### src/rtl/bin_disp_pkg.sv
// Shared definitions for the binary-to-decimal display path: debounce FSM
// encoding and default width/count/cycle constants.
package bin_disp_pkg;

    localparam int unsigned DISP_WIDTH          = 4;
    localparam int unsigned DISP_MAX_VAL        = 15;
    localparam int unsigned DEF_DEBOUNCE_CYCLES = 500000;
    localparam int unsigned DEF_AUTO_DIV        = 50000000;

    typedef enum logic [1:0] {
        IDLE       = 2'b00,
        PRESS_WAIT = 2'b01,
        HELD       = 2'b10,
        REL_WAIT   = 2'b11
    } deb_state_e;

endpackage

### src/rtl/key_debounce.sv
// Two-flop synchronizer plus press/release debounce FSM for an active-low key;
// emits a one-cycle combinational pulse when a press has been stable long enough.
module key_debounce
    import bin_disp_pkg::*;
#(
    parameter int unsigned DEBOUNCE_CYCLES = DEF_DEBOUNCE_CYCLES
) (
    input  logic CLOCK_50,
    input  logic RESETN,
    input  logic KEY_N,
    output logic step_c
);

    localparam int unsigned CW = $clog2(DEBOUNCE_CYCLES);
    localparam logic [CW-1:0] CNT_LAST = CW'(DEBOUNCE_CYCLES - 1);

    logic          sync1;
    logic          ks;
    deb_state_e    state;
    deb_state_e    state_next;
    logic [CW-1:0] cnt;
    logic [CW-1:0] cnt_next;

    // Reset lands in HELD so a key held through reset must be released first.
    always_ff @(posedge CLOCK_50) begin
        if (!RESETN) begin
            sync1 <= 1'b1;
            ks    <= 1'b1;
            state <= HELD;
            cnt   <= '0;
        end else begin
            sync1 <= KEY_N;
            ks    <= sync1;
            state <= state_next;
            cnt   <= cnt_next;
        end
    end

    always_comb begin
        state_next = state;
        cnt_next   = cnt;
        step_c     = 1'b0;
        unique case (state)
            IDLE: begin
                if (!ks) begin
                    state_next = PRESS_WAIT;
                    cnt_next   = '0;
                end
            end
            PRESS_WAIT: begin
                if (ks) begin
                    state_next = IDLE;
                end else if (cnt == CNT_LAST) begin
                    state_next = HELD;
                    step_c     = 1'b1;
                end else begin
                    cnt_next = cnt + CW'(1);
                end
            end
            HELD: begin
                if (ks) begin
                    state_next = REL_WAIT;
                    cnt_next   = '0;
                end
            end
            REL_WAIT: begin
                if (!ks) begin
                    state_next = HELD;
                end else if (cnt == CNT_LAST) begin
                    state_next = IDLE;
                end else begin
                    cnt_next = cnt + CW'(1);
                end
            end
        endcase
    end

endmodule

### src/rtl/bin_step_counter.sv
// Debounced up/down step counter with parallel load feeding the display converter.
// Optional auto-step prescaler is built when AUTO_STEP_EN is defined.
module bin_step_counter
    import bin_disp_pkg::*;
#(
    parameter int unsigned WIDTH           = DISP_WIDTH,
    parameter int unsigned MAX_VAL         = DISP_MAX_VAL,
    parameter int unsigned DEBOUNCE_CYCLES = DEF_DEBOUNCE_CYCLES,
    parameter int unsigned AUTO_DIV        = DEF_AUTO_DIV
) (
    input  logic             CLOCK_50,
    input  logic             RESETN,
    input  logic             KEY_N,
    input  logic             SW_DIR,
    input  logic             SW_LOAD,
    input  logic [WIDTH-1:0] LOAD_VAL,
    input  logic             SW_AUTO,
    output logic [WIDTH-1:0] V,
    output logic             STEP,
    output logic             WRAP
);

    localparam logic [WIDTH-1:0] VMAX = WIDTH'(MAX_VAL);

    logic             key_step_c;
    logic             step_c;
    logic [WIDTH-1:0] v_next_c;
    logic             wrap_c;

    key_debounce #(
        .DEBOUNCE_CYCLES(DEBOUNCE_CYCLES)
    ) u_key (
        .CLOCK_50(CLOCK_50),
        .RESETN  (RESETN),
        .KEY_N   (KEY_N),
        .step_c  (key_step_c)
    );

`ifdef AUTO_STEP_EN
    localparam int unsigned PW = (AUTO_DIV > 1) ? $clog2(AUTO_DIV) : 1;

    logic [PW-1:0] pre;
    logic          tick_c;

    assign tick_c = SW_AUTO && (pre == PW'(AUTO_DIV - 1));

    // Prescaler restarts whenever auto mode is off or a load is in progress.
    always_ff @(posedge CLOCK_50) begin
        if (!RESETN || !SW_AUTO || SW_LOAD) begin
            pre <= '0;
        end else if (tick_c) begin
            pre <= '0;
        end else begin
            pre <= pre + PW'(1);
        end
    end

    assign step_c = key_step_c | tick_c;
`else
    logic unused_auto;
    assign unused_auto = SW_AUTO;
    assign step_c      = key_step_c;
`endif

    always_comb begin
        v_next_c = V;
        wrap_c   = 1'b0;
        if (SW_DIR) begin
            if (V == '0) begin
                v_next_c = VMAX;
                wrap_c   = 1'b1;
            end else begin
                v_next_c = V - WIDTH'(1);
            end
        end else begin
            if (V == VMAX) begin
                v_next_c = '0;
                wrap_c   = 1'b1;
            end else begin
                v_next_c = V + WIDTH'(1);
            end
        end
    end

    // Load wins over any step arriving in the same cycle.
    always_ff @(posedge CLOCK_50) begin
        if (!RESETN) begin
            V    <= '0;
            STEP <= 1'b0;
            WRAP <= 1'b0;
        end else if (SW_LOAD) begin
            V    <= (LOAD_VAL > VMAX) ? VMAX : LOAD_VAL;
            STEP <= 1'b0;
            WRAP <= 1'b0;
        end else if (step_c) begin
            V    <= v_next_c;
            STEP <= 1'b1;
            WRAP <= wrap_c;
        end else begin
            STEP <= 1'b0;
            WRAP <= 1'b0;
        end
    end

endmodule

### config.mk
export PLATFORM = sky130hd
export DESIGN_NAME = bin_step_counter
export DESIGN_NICKNAME = d
export VERILOG_FILES = /design/src/rtl/bin_disp_pkg.sv /design/src/rtl/key_debounce.sv /design/src/rtl/bin_step_counter.sv
export SDC_FILE = /design/constraint.sdc
export NUM_CORES = 1
export LEC_CHECK = 0
export ABC_AREA = 1
export CAP_MARGIN = 10
export CORE_MARGIN = 4
export CORE_UTILIZATION = 52
export DETAILED_ROUTE_END_ITERATION = 7
export HOLD_SLACK_MARGIN = 0.12
export PLACE_DENSITY = 0.76
export SYNTH_ARGS = -nofsm -noshare
export SYNTH_HDL_FRONTEND = slang
export SYNTH_HIERARCHICAL = 1
export SYNTH_SLANG_ARGS = --single-unit
### constraint.sdc
create_clock -name CLOCK_50 -period 2.12 [get_ports CLOCK_50]
set_input_delay 0.318 -clock CLOCK_50 [delete_from_list [all_inputs] [get_ports CLOCK_50]]
set_output_delay 0.318 -clock CLOCK_50 [all_outputs]
set_load 0.01 [all_outputs]
==> results of run 1 <==
[power by group through the flow]
stage          clock network [mW]  registers [mW]  logic [mW]
5_1_grt                     0.544           0.571       0.134
6_report                    0.505           0.570       0.119
2_1_floorplan                   0           0.581      0.0775
3_5_place_dp                    0           0.582       0.119
3_3_place_gp                    0           0.581       0.118
4_1_cts                     0.519           0.569       0.119
[flip-flops by register name, indices dropped and copies added, names as in the netlist, named ones only]
register     flops
u_key/ks         1
u_key/sync1      1
STEP             1
WRAP             1
u_key/cnt       19
V                4
u_key/state      1
[final cells by class]
class | instances | share of cell area (%)
Clock buffer | 7 | 4.403
Clock inverter | 1 | 0.2287
Inverter | 38 | 6.747
Multi-Input combinational cell | 215 | 51.34
Sequential cell | 29 | 26.53
Tap cell | 46 | 2.630
Timing Repair Buffer | 19 | 8.119
[final timing paths]
path,startpoint,end,slack (ns),cells after the start
min,u_key/sync1$_SDFF_PN1_,u_key/ks$_SDFF_PN1_,0.41,1
max,u_key/cnt[1]$_SDFFE_PN0P_,V[0]$_SDFFE_PN0P_,0.23,13
max reg2reg,u_key/cnt[1]$_SDFFE_PN0P_,V[0]$_SDFFE_PN0P_,0.23,13
min reg2reg,u_key/sync1$_SDFF_PN1_,u_key/ks$_SDFF_PN1_,0.41,1
[what timing repair did]
action,in CTS,in global routing
endpoints found under the setup margin,0,4
gates resized for setup,0,1
hold buffers,0,0
[metal layers]
metal	track usage, %	up-vias	wire length (um)	share of wire, %
met5	0	-	0	0
met4	5.955	0	49	1.2
met3	4.433	6	177	4.5
met2	30.04	33	1798	45
met1	25.32	782	1940	49
li1	-	949	-	-
[kinds of logic after synthesis]
family	share of synthesized area [%]
simple gates	44.83
flops	30.59
fa+ha+maj	1.978
compound gates	8.899
xor+xnor	3.230
buf+inv	10.48
[metrics by stage]
stage	power (mW)	std cells	hold slack (ns)
floorplan	0.6582	287	0.3925
global placement	0.6990	347	0.3960
detailed placement	0.7005	347	0.4030
CTS	1.208	355	0.4147
global route	1.248	355	0.4365
finish	1.194	355	0.4104
[cell usage after synthesis (3+ instances only)]
cell type / n / share of area, %
a21oi_1: 8 / 2.1
a21oi_2: 10 / 4.6
dfxtp_1: 29 / 31
ha_1: 3 / 2.0
inv_1: 29 / 5.7
inv_2: 5 / 0.99
nand2_1: 82 / 16
nand2_2: 12 / 4.0
nand3_1: 19 / 5.0
nand4_1: 10 / 3.3
nor2_1: 36 / 7.1
nor2_2: 4 / 1.3
nor3_1: 4 / 1.1
o21ai_1: 3 / 0.79
or2_2: 3 / 0.99
xor2_1: 7 / 3.2
[layout by cell type, fill, tap and decap left out, types with 2 or more instances in the layout]
cell / count
nand2_1: 82
nor2_1: 36
dfxtp_1: 29
inv_1: 29
nand3_1: 19
clkdlybuf4s50_1: 14
nand2_2: 12
nand4_1: 10
a21oi_2: 10
a21oi_1: 8
xor2_1: 7
clkbuf_8: 7
inv_2: 5
buf_4: 5
nor2_2: 4
nor3_2: 3
nor3_1: 3
o21ai_1: 3
ha_1: 3
or2_2: 3
nor2_4: 2
inv_4: 2
clkinv_1: 2
or2_1: 2
==> flow_metrics.env, run 1 <==
export IMPL_drt_wl_total_um=3966
export IMPL_cts_root_buf="clkbuf_8"
export IMPL_period_minus_slack_ns=1.893
export IMPL_setup_worst_path_start_class="flip-flop"
export IMPL_portBuffers=14
export IMPL_power_leakage_nw=0.8774
export IMPL_fin_area_um2=2188
export IMPL_synth_ff_type="dfxtp_1"
export IMPL_ys_seq_area_share_pct=30.59
export IMPL_antenna_found_initial=0
export IMPL_crit_required_ns=2.35
export IMPL_core_um2=3442
export IMPL_path_cells="ha_1 -> nand2_2 -> nor2_8 -> inv_4 -> nor2_4 -> nand3_4 -> nor3_2 -> inv_2 -> nor2_2 -> inv_2 -> o21ai_1 -> o21ai_1 -> inv_1"
export IMPL_hold_viol_final=0
export IMPL_drv_slew=0
export IMPL_synth_edff_count=0
export IMPL_worstPathArrival_ns=2.12
export IMPL_antenna_cells=0
export IMPL_min_path_type="flip-flop to flip-flop"
export IMPL_slowest_stage="dfxtp_1"
export IMPL_via_per_inst=4.986
export IMPL_pre_cts_ws_ns=0.1394
export IMPL_overflow=0
export IMPL_tns_ns=0
export IMPL_post_route_util_pct=63.58
export IMPL_drc_errors=0
export IMPL_relSlewSlack_pct=60.77
export IMPL_drt_iter0_markers=94
export IMPL_cts_buffer_depth=2
export IMPL_die_area_um2=4681
export IMPL_status="finished, final reports clean"
export IMPL_clkTransAtPathRegs_ns=0.06
export IMPL_p_per_area_nw_per_um2=545.7
export IMPL_grt_setup_unrepaired="false"
export IMPL_clock_sinks=29
export IMPL_die_h_um=68.42
export IMPL_yosys_warnings=6
export IMPL_tightest_slew_ns=0.5878
export IMPL_cts_tree="done"
export IMPL_io_pins=16
export IMPL_synth_cell_types=33
export IMPL_dpl_instance_area_um2=2082
export IMPL_first_global_vias=1550
export IMPL_crit_type="flip-flop to flip-flop"
export IMPL_hpwl_um=2983
export IMPL_finalCritPeriodShare_pct=89.32
export IMPL_gp_congestion=0.9463
export IMPL_regArea_um2=580.6
export IMPL_multi_input_area_um2=1124
export IMPL_clock_power_share_pct=42.3
export IMPL_h_tree_depth=2
export IMPL_clock_latency_ns=0.28
export IMPL_p_seq_share_pct=47.7
export IMPL_num_fill_cells=312
export IMPL_p_sw_uw=295.0
export IMPL_yosys_register_bits=29
export IMPL_setup_worst_path_end_class="flip-flop"
export IMPL_area_growth_pct=15.29
export IMPL_cp_slowest_stage_delay_ns=0.38
export IMPL_crit_buf_inv=4
export IMPL_syn_area_um2=1898
export IMPL_fmax_mhz=528.1
export IMPL_finalClockSkew_ns=0.004572
export IMPL_critical_path_top_delay_family="simple AND/OR/NAND/NOR gates"
export IMPL_cts_setup_buffers=0
export IMPL_swShare_pct=24.70
export IMPL_synth_nets=300
export IMPL_die_width_um=68.42
export IMPL_worst_slack_ns=0.2265
export IMPL_vias=1770
export IMPL_start_util_pct=55.14
export IMPL_cap_violations=0
export IMPL_layout_nets=321
export IMPL_setup_viol=0
export IMPL_crit_fanout=7
export IMPL_grt_usage_pct=18.98
export IMPL_wl_per_cell_um=11.17
export IMPL_pwr_share_comb_pct=10.0
export IMPL_grt_max_degree=16
export IMPL_drt_first_pass_iters=4
export IMPL_ant_nets=0
export IMPL_vdd_drop_max_uv=415.0
export IMPL_core_rowCount=21
export IMPL_p_int_uw=899.2
export IMPL_syn_area_per_cell_um2=6.613
export IMPL_syn_inst=287
export IMPL_async_flop_share_pct=0
export IMPL_cts_inserted_buffers=5
export IMPL_drive_above_1_share_pct=18.45
export IMPL_grt_pass1_wl_um=6775
No activity file was read; power rests on OpenSTA's default activity.
==> run 2, diff against run 1 <==
==> constraint.sdc (replaced) <==
create_clock -name CLOCK_50 -period 2.12 [get_ports CLOCK_50]
set_input_delay 0.424 -clock CLOCK_50 [delete_from_list [all_inputs] [get_ports CLOCK_50]]
set_output_delay 0.424 -clock CLOCK_50 [all_outputs]
set_load 0.01 [all_outputs]
==> run 2 against run 1 <==
  * Maximum frequency up 0.85%
  * Die area unchanged
  * Sequential power about the same
  * Hold slack better by 0.0088 ns
  * Wire length down 0.13%
  * Power down 4.0%
  * Non-clock buffer count up 2
  * Combinational power up 5%
  * Global-route usage up 0.84 points
  * Sequential share of layout area up 0.061 points
  * First-iteration DRC count down 15%
  * Critical endpoint unchanged
  * Largest cell class unchanged
  * Largest power group unchanged
  * Highest routed layer unchanged
==> flow_metrics.env, run 2 (synthesized netlist as in run 1, its figures left out) <==
export IMPL_finalCritPeriodShare_pct=88.56
export IMPL_antenna_cells=0
export IMPL_critPathLaunch="u_key/cnt[1]$_SDFFE_PN0P_"
export IMPL_die_h_um=68.42
export IMPL_ant_nets=0
export IMPL_fmax_mhz=532.6
export IMPL_first_global_vias=1589
export IMPL_tns_ns=0
export IMPL_drive_above_1_share_pct=18.65
export IMPL_cap_violations=0
export IMPL_min_from="u_key/sync1$_SDFF_PN1_"
export IMPL_core_um2=3442
export IMPL_grt_pass1_wl_um=6955
export IMPL_drv_slew=0
export IMPL_start_util_pct=55.14
export IMPL_hold_viol_final=0
export IMPL_setup_worst_path_start_class="flip-flop"
export IMPL_drc_errors=0
export IMPL_rr_worst_depth=14
export IMPL_die_area_um2=4681
export IMPL_cts_tree="done"
export IMPL_slowest_stage="dfxtp_1"
export IMPL_hpwl_um=2980
export IMPL_wl_per_cell_um=11.10
export IMPL_top_regs="u_key/cnt: 19 flops, V: 4 flops"
export IMPL_layout_nets=323
export IMPL_die_width_um=68.42
export IMPL_dpl_instance_area_um2=2097
export IMPL_post_route_util_pct=63.43
export IMPL_setup_worst_path_end_class="flip-flop"
export IMPL_grt_max_degree=15
export IMPL_dpl_cell_count=349
export IMPL_critical_path_top_delay_family="simple AND/OR/NAND/NOR gates"
export IMPL_crit_fanout=7
export IMPL_power_leakage_nw=0.8771
export IMPL_min_path_type="flip-flop to flip-flop"
export IMPL_worstPathArrival_ns=2.11
export IMPL_area_growth_pct=15.03
export IMPL_setup_viol=0
export IMPL_layout_common_cells="nand2_1 (82), nor2_1 (36), dfxtp_1 (29), inv_1 (29), nand3_1 (19)"
export IMPL_crit_required_ns=2.35
export IMPL_clkTransAtPathRegs_ns=0.07
export IMPL_cts_root_buf="clkbuf_8"
export IMPL_overflow=0
export IMPL_drt_first_pass_iters=4
export IMPL_regArea_um2=580.6
export IMPL_portBuffers=14
export IMPL_reg2reg_slack_ns=0.24
export IMPL_cp_slowest_stage_delay_ns=0.38
export IMPL_relSlewSlack_pct=75.52
export IMPL_multi_input_area_um2=1119
export IMPL_hold_path_depth=1
export IMPL_num_fill_cells=324
export IMPL_via_per_inst=5.042
export IMPL_status="finished, final reports clean"
export IMPL_largest_reg_flops=19
export IMPL_drt_iter0_markers=80
export IMPL_grt_setup_unrepaired="false"
export IMPL_cts_inserted_buffers=5
export IMPL_p_per_area_nw_per_um2=525.3
export IMPL_io_pins=16
export IMPL_clock_sinks=29
export IMPL_finalClockSkew_ns=0.007452
export IMPL_holdBufCountCts=0
export IMPL_crit_buf_inv=5
export IMPL_largest_register="u_key/cnt"
export IMPL_crit_type="flip-flop to flip-flop"
export IMPL_vdd_drop_max_uv=410.5
export IMPL_cts_setup_buffers=0
export IMPL_path_cells="ha_1 -> nand2_2 -> nor2_8 -> inv_4 -> nor2_4 -> nand3_4 -> nor3_1 -> buf_4 -> inv_2 -> nor2_2 -> inv_2 -> o21ai_1 -> o21ai_1 -> inv_1"
export IMPL_gp_congestion=0.8839
export IMPL_core_rowCount=21
export IMPL_antenna_found_initial=0
export IMPL_final_cells=357
export IMPL_period_minus_slack_ns=1.877
export IMPL_cts_resized=0
export IMPL_cts_buffer_depth=2
export IMPL_r2r_start="u_key/cnt[1]$_SDFFE_PN0P_"
export IMPL_clock_latency_ns=0.29
export IMPL_grt_usage_pct=19.82
export IMPL_tightest_slew_ns=0.3659
export IMPL_drt_wl_total_um=3961
export IMPL_hold_path_end="u_key/ks$_SDFF_PN1_"
export IMPL_h_tree_depth=2
export IMPL_final_common_cell="nand2_1"
export IMPL_vias=1800
export IMPL_r2r_end="V[0]$_SDFFE_PN0P_"
export IMPL_fin_area_um2=2183
==> run 2: changes by cell type in the layout (fill, tap and decap cells not counted) <==
cell | before | now
buf_4 | 5 | 7
clkbuf_8 | 7 | 5
clkinv_2 | 1 | 2
clkinvlp_4 | 0 | 1
nor3_1 | 3 | 4
nor3_2 | 3 | 2
==> run 2: power by group <==
part	switching, mW	internal (mW)
Sequential	0.0115	0.555
Clock	0.229	0.226
Combinational	0.0714	0.0536
==> run 2: how the worst max path moves through the flow <==
stage                                    to  cells past startpoint
after floorplan           V[0]$_SDFFE_PN0P_                     14
after global placement    V[0]$_SDFFE_PN0P_                     14
after detailed placement  V[0]$_SDFFE_PN0P_                     14
after CTS                 V[0]$_SDFFE_PN0P_                     14
after global routing      V[0]$_SDFFE_PN0P_                     14
final                     V[0]$_SDFFE_PN0P_                     14
==> run 2: per-layer routing <==
layer  up-vias  global-route usage, %  share of wire (%)
met3         7                  5.090                6.2
li1        955                      -                  -
met4         0                  8.437                2.1
met2        43                  31.82                 44
met1       795                  24.88                 48
met5         -                      0                  0
==> run 2: cell type report <==
cell class              instances  share of cell area, %
clock buffers                   5                  3.152
clock inverters                 3                 0.8023
repair buffers                 21                  8.825
flip-flops and latches         29                  26.59
inverters                      38                  6.762
well taps                      46                  2.636
multi-input cells             215                  51.23
==> run 2: per-stage QoR <==
stage	setup slack [ns]	power, mW	hold WS (ns)
after floorplan	0.07558	0.6582	0.3925
after global placement	0.3024	0.7021	0.3969
after detailed placement	0.2715	0.7038	0.4068
after CTS	0.2513	1.162	0.4224
after global routing	0.04702	1.195	0.4354
final	0.2425	1.147	0.4192
==> run 2: worst register-to-register path: stages (launching register included) <==
cell	delay (ns)
dfxtp_1	0.38
ha_1	0.21
nand2_2	0.12
nor2_8	0.16
inv_4	0.05
nor2_4	0.12
nand3_4	0.07
nor3_1	0.14
buf_4	0.15
inv_2	0.03
nor2_2	0.13
inv_2	0.06
o21ai_1	0.11
o21ai_1	0.06
inv_1	0.05
==> run 3, diff against run 2 <==
==> constraint.sdc (replaced) <==
create_clock -name CLOCK_50 -period 1.5 [get_ports CLOCK_50]
set_input_delay 0.3 -clock CLOCK_50 [delete_from_list [all_inputs] [get_ports CLOCK_50]]
set_output_delay 0.3 -clock CLOCK_50 [all_outputs]
set_load 0.01 [all_outputs]
==> run 3 against run 2 <==
  * The run now ends with setup timing left
  * Register-to-register slack got worse by 0.44 ns
  * Cell count rose by 11%
  * Clock skew down 0.0013 ns
  * Largest power group unchanged
  * Sequential share of layout area down 4.5 points
  * Count of clock-buffer cells in the layout increased by 1
  * Power is 46% higher
  * Critical path depth is 2 lower
  * Die area stayed put
  * Combinational power is 95% higher
  * Clock power rose by 38%
  * Non-clock buffer count increased by 37
  * Core utilization up 14 points
==> flow_metrics.env, run 3 (synthesized netlist as in run 1, its figures left out) <==
export IMPL_cp_slowest_stage_delay_ns=0.35
export IMPL_portBuffers=14
export IMPL_top_regs="u_key/cnt: 19 flops, V: 4 flops"
export IMPL_slowest_stage="dfxtp_2"
export IMPL_start_util_pct=55.14
export IMPL_drive_above_1_share_pct=36.86
export IMPL_clock_sinks=29
export IMPL_die_width_um=68.42
export IMPL_first_global_vias=2006
export IMPL_worstPathArrival_ns=1.92
export IMPL_core_rowCount=21
export IMPL_p_per_area_nw_per_um2=630.0
export IMPL_pre_cts_ws_ns=-0.1730
export IMPL_cts_inserted_buffers=5
export IMPL_grt_usage_pct=24.63
export IMPL_crit_fanout=3
export IMPL_setup_worst_path_end_class="flip-flop"
export IMPL_ant_nets=0
export IMPL_vdd_drop_max_uv=653.9
export IMPL_critical_path_top_delay_family="simple AND/OR/NAND/NOR gates"
export IMPL_cts_root_buf="clkbuf_8"
export IMPL_hold_viol_final=0
export IMPL_drc_errors=0
export IMPL_num_fill_cells=247
export IMPL_fmax_mhz=589.5
export IMPL_whs_ns=0.4265
export IMPL_setup_viol=26
export IMPL_layout_nets=362
export IMPL_setup_worst_path_start_class="flip-flop"
export IMPL_worst_slack_ns=-0.1963
export IMPL_clkTransAtPathRegs_ns=0.07
export IMPL_cts_tree="done"
export IMPL_grt_setup_unrepaired="true"
export IMPL_finalClockSkew_ns=0.006150
export IMPL_finalCritPeriodShare_pct=113.1
export IMPL_violations="setup timing"
export IMPL_drt_first_pass_iters=4
export IMPL_largest_register="u_key/cnt"
export IMPL_cts_buffer_depth=2
export IMPL_clock_latency_ns=0.29
export IMPL_antenna_found_initial=0
export IMPL_cpMostUsedCell="nor2_4"
export IMPL_largest_reg_flops=19
export IMPL_area_growth_pct=39.95
export IMPL_die_h_um=68.42
export IMPL_h_tree_depth=2
export IMPL_drv_slew=0
export IMPL_die_area_um2=4681
export IMPL_final_common_cell="nand2_1"
export IMPL_path_cells="ha_4 -> nand2_4 -> nor2_8 -> inv_4 -> nor2_4 -> nand3_4 -> nor3_4 -> inv_2 -> nor2_4 -> buf_4 -> nand2_1 -> a21oi_2"
export IMPL_core_um2=3442
export IMPL_wl_per_cell_um=14.72
export IMPL_cap_violations=0
export IMPL_grt_max_degree=14
export IMPL_overflow=0
export IMPL_drt_iter0_markers=188
export IMPL_relSlewSlack_pct=75.07
export IMPL_io_pins=16
export IMPL_antenna_cells=0
export IMPL_via_per_inst=5.295
export IMPL_crit_buf_inv=3
export IMPL_gp_congestion=0.9104
export IMPL_min_path_type="flip-flop to flip-flop"
export IMPL_holdBufCountCts=0
export IMPL_multi_input_area_um2=1309
export IMPL_power_leakage_nw=1.149
export IMPL_grt_pass1_wl_um=8590
export IMPL_hpwl_um=3551
export IMPL_tightest_slew_ns=0.3728
export IMPL_vias=2097
export IMPL_layout_common_cells="nand2_1 (69), buf_4 (44), nor2_1 (31)"
export IMPL_crit_required_ns=1.73
export IMPL_crit_type="flip-flop to flip-flop"
export IMPL_regArea_um2=588.1
export IMPL_drt_wl_total_um=5831
export IMPL_period_minus_slack_ns=1.696
export IMPL_status="complete, but fails checks"
-- run 3: cell count changes in the layout (fill, tap and decap cells not counted), sizes merged --
cell and delta:
clkdlybuf4s50 -1, dlygate4sd2 +1, clkbuf +1, clkinvlp -1, buf +37, nand2 +2
-- run 3: area by class of cell --
cell class | instances | share of cell area (%)
well taps | 46 | 2.167
repair buffers | 58 | 17.66
inverters | 38 | 5.652
clock inverters | 2 | 0.3768
multi-input cells | 217 | 49.27
clock buffers | 6 | 2.732
flip-flops and latches | 29 | 22.14
-- run 3: metal layers --
| metal | GRT usage, % | part of all wire [%] | routed length [um] |
|---|---|---|---|
| met1 | 27.38 | 40 | 2321 |
| met2 | 44.34 | 51 | 2961 |
| met3 | 4.926 | 6.0 | 350 |
| met4 | 11.41 | 3.4 | 197 |
| met5 | 0 | 0 | 0 |
-- run 3: what timing repair did --
| action | CTS | global route |
|---|---|---|
| resized for setup | 10 | 30 |
| endpoints found under the setup margin | 21 | 28 |
| pin swaps | 3 | 5 |
| setup buffers | 4 | 6 |
| gates cloned | 2 | 0 |
-- run 3: power breakdown --
group / total [mW] / internal, mW / switching (mW)
registers: 0.800 / 0.785 / 0.0142
clock network: 0.630 / 0.321 / 0.309
logic: 0.244 / 0.0994 / 0.144
total: 1.67 / 1.21 / 0.468
-- run 3: metrics by stage --
| step | TNS, ns | instances | power [mW] | instance area (um^2) | util, % |
|---|---|---|---|---|---|
| 6_report | -2.703 | 396 | 1.673 | 2656 | 77.17 |
| 2_1_floorplan | -1.367 | 287 | 0.9343 | 1937 | - |
| 3_5_place_dp | -1.719 | 378 | 1.015 | 2354 | 68.38 |
| 3_3_place_gp | -0.8570 | 378 | 1.009 | 2354 | 68.38 |
| 4_1_cts | -0.7798 | 392 | 1.655 | 2524 | 73.32 |
| 5_1_grt | -4.861 | 396 | 1.733 | 2656 | 77.17 |
-- run 3: worst paths after layout --
| check | startpoint | endpoint | slack (ns) | cells after the start |
|---|---|---|---|---|
| max | u_key/cnt[1]$_SDFFE_PN0P_ | V[2]$_SDFFE_PN0P_ | -0.20 | 12 |
| min | u_key/sync1$_SDFF_PN1_ | u_key/ks$_SDFF_PN1_ | 0.43 | 1 |
| max reg2reg | u_key/cnt[1]$_SDFFE_PN0P_ | V[2]$_SDFFE_PN0P_ | -0.20 | 12 |
| min reg2reg | u_key/sync1$_SDFF_PN1_ | u_key/ks$_SDFF_PN1_ | 0.43 | 1 |
-- run 3: worst register-to-register path, stage by stage, from the launching register on --
cell	delay [ns]
dfxtp_2	0.35
ha_4	0.15
nand2_4	0.07
nor2_8	0.13
inv_4	0.04
nor2_4	0.12
nand3_4	0.09
nor3_4	0.18
inv_2	0.07
nor2_4	0.11
buf_4	0.13
nand2_1	0.07
a21oi_2	0.12
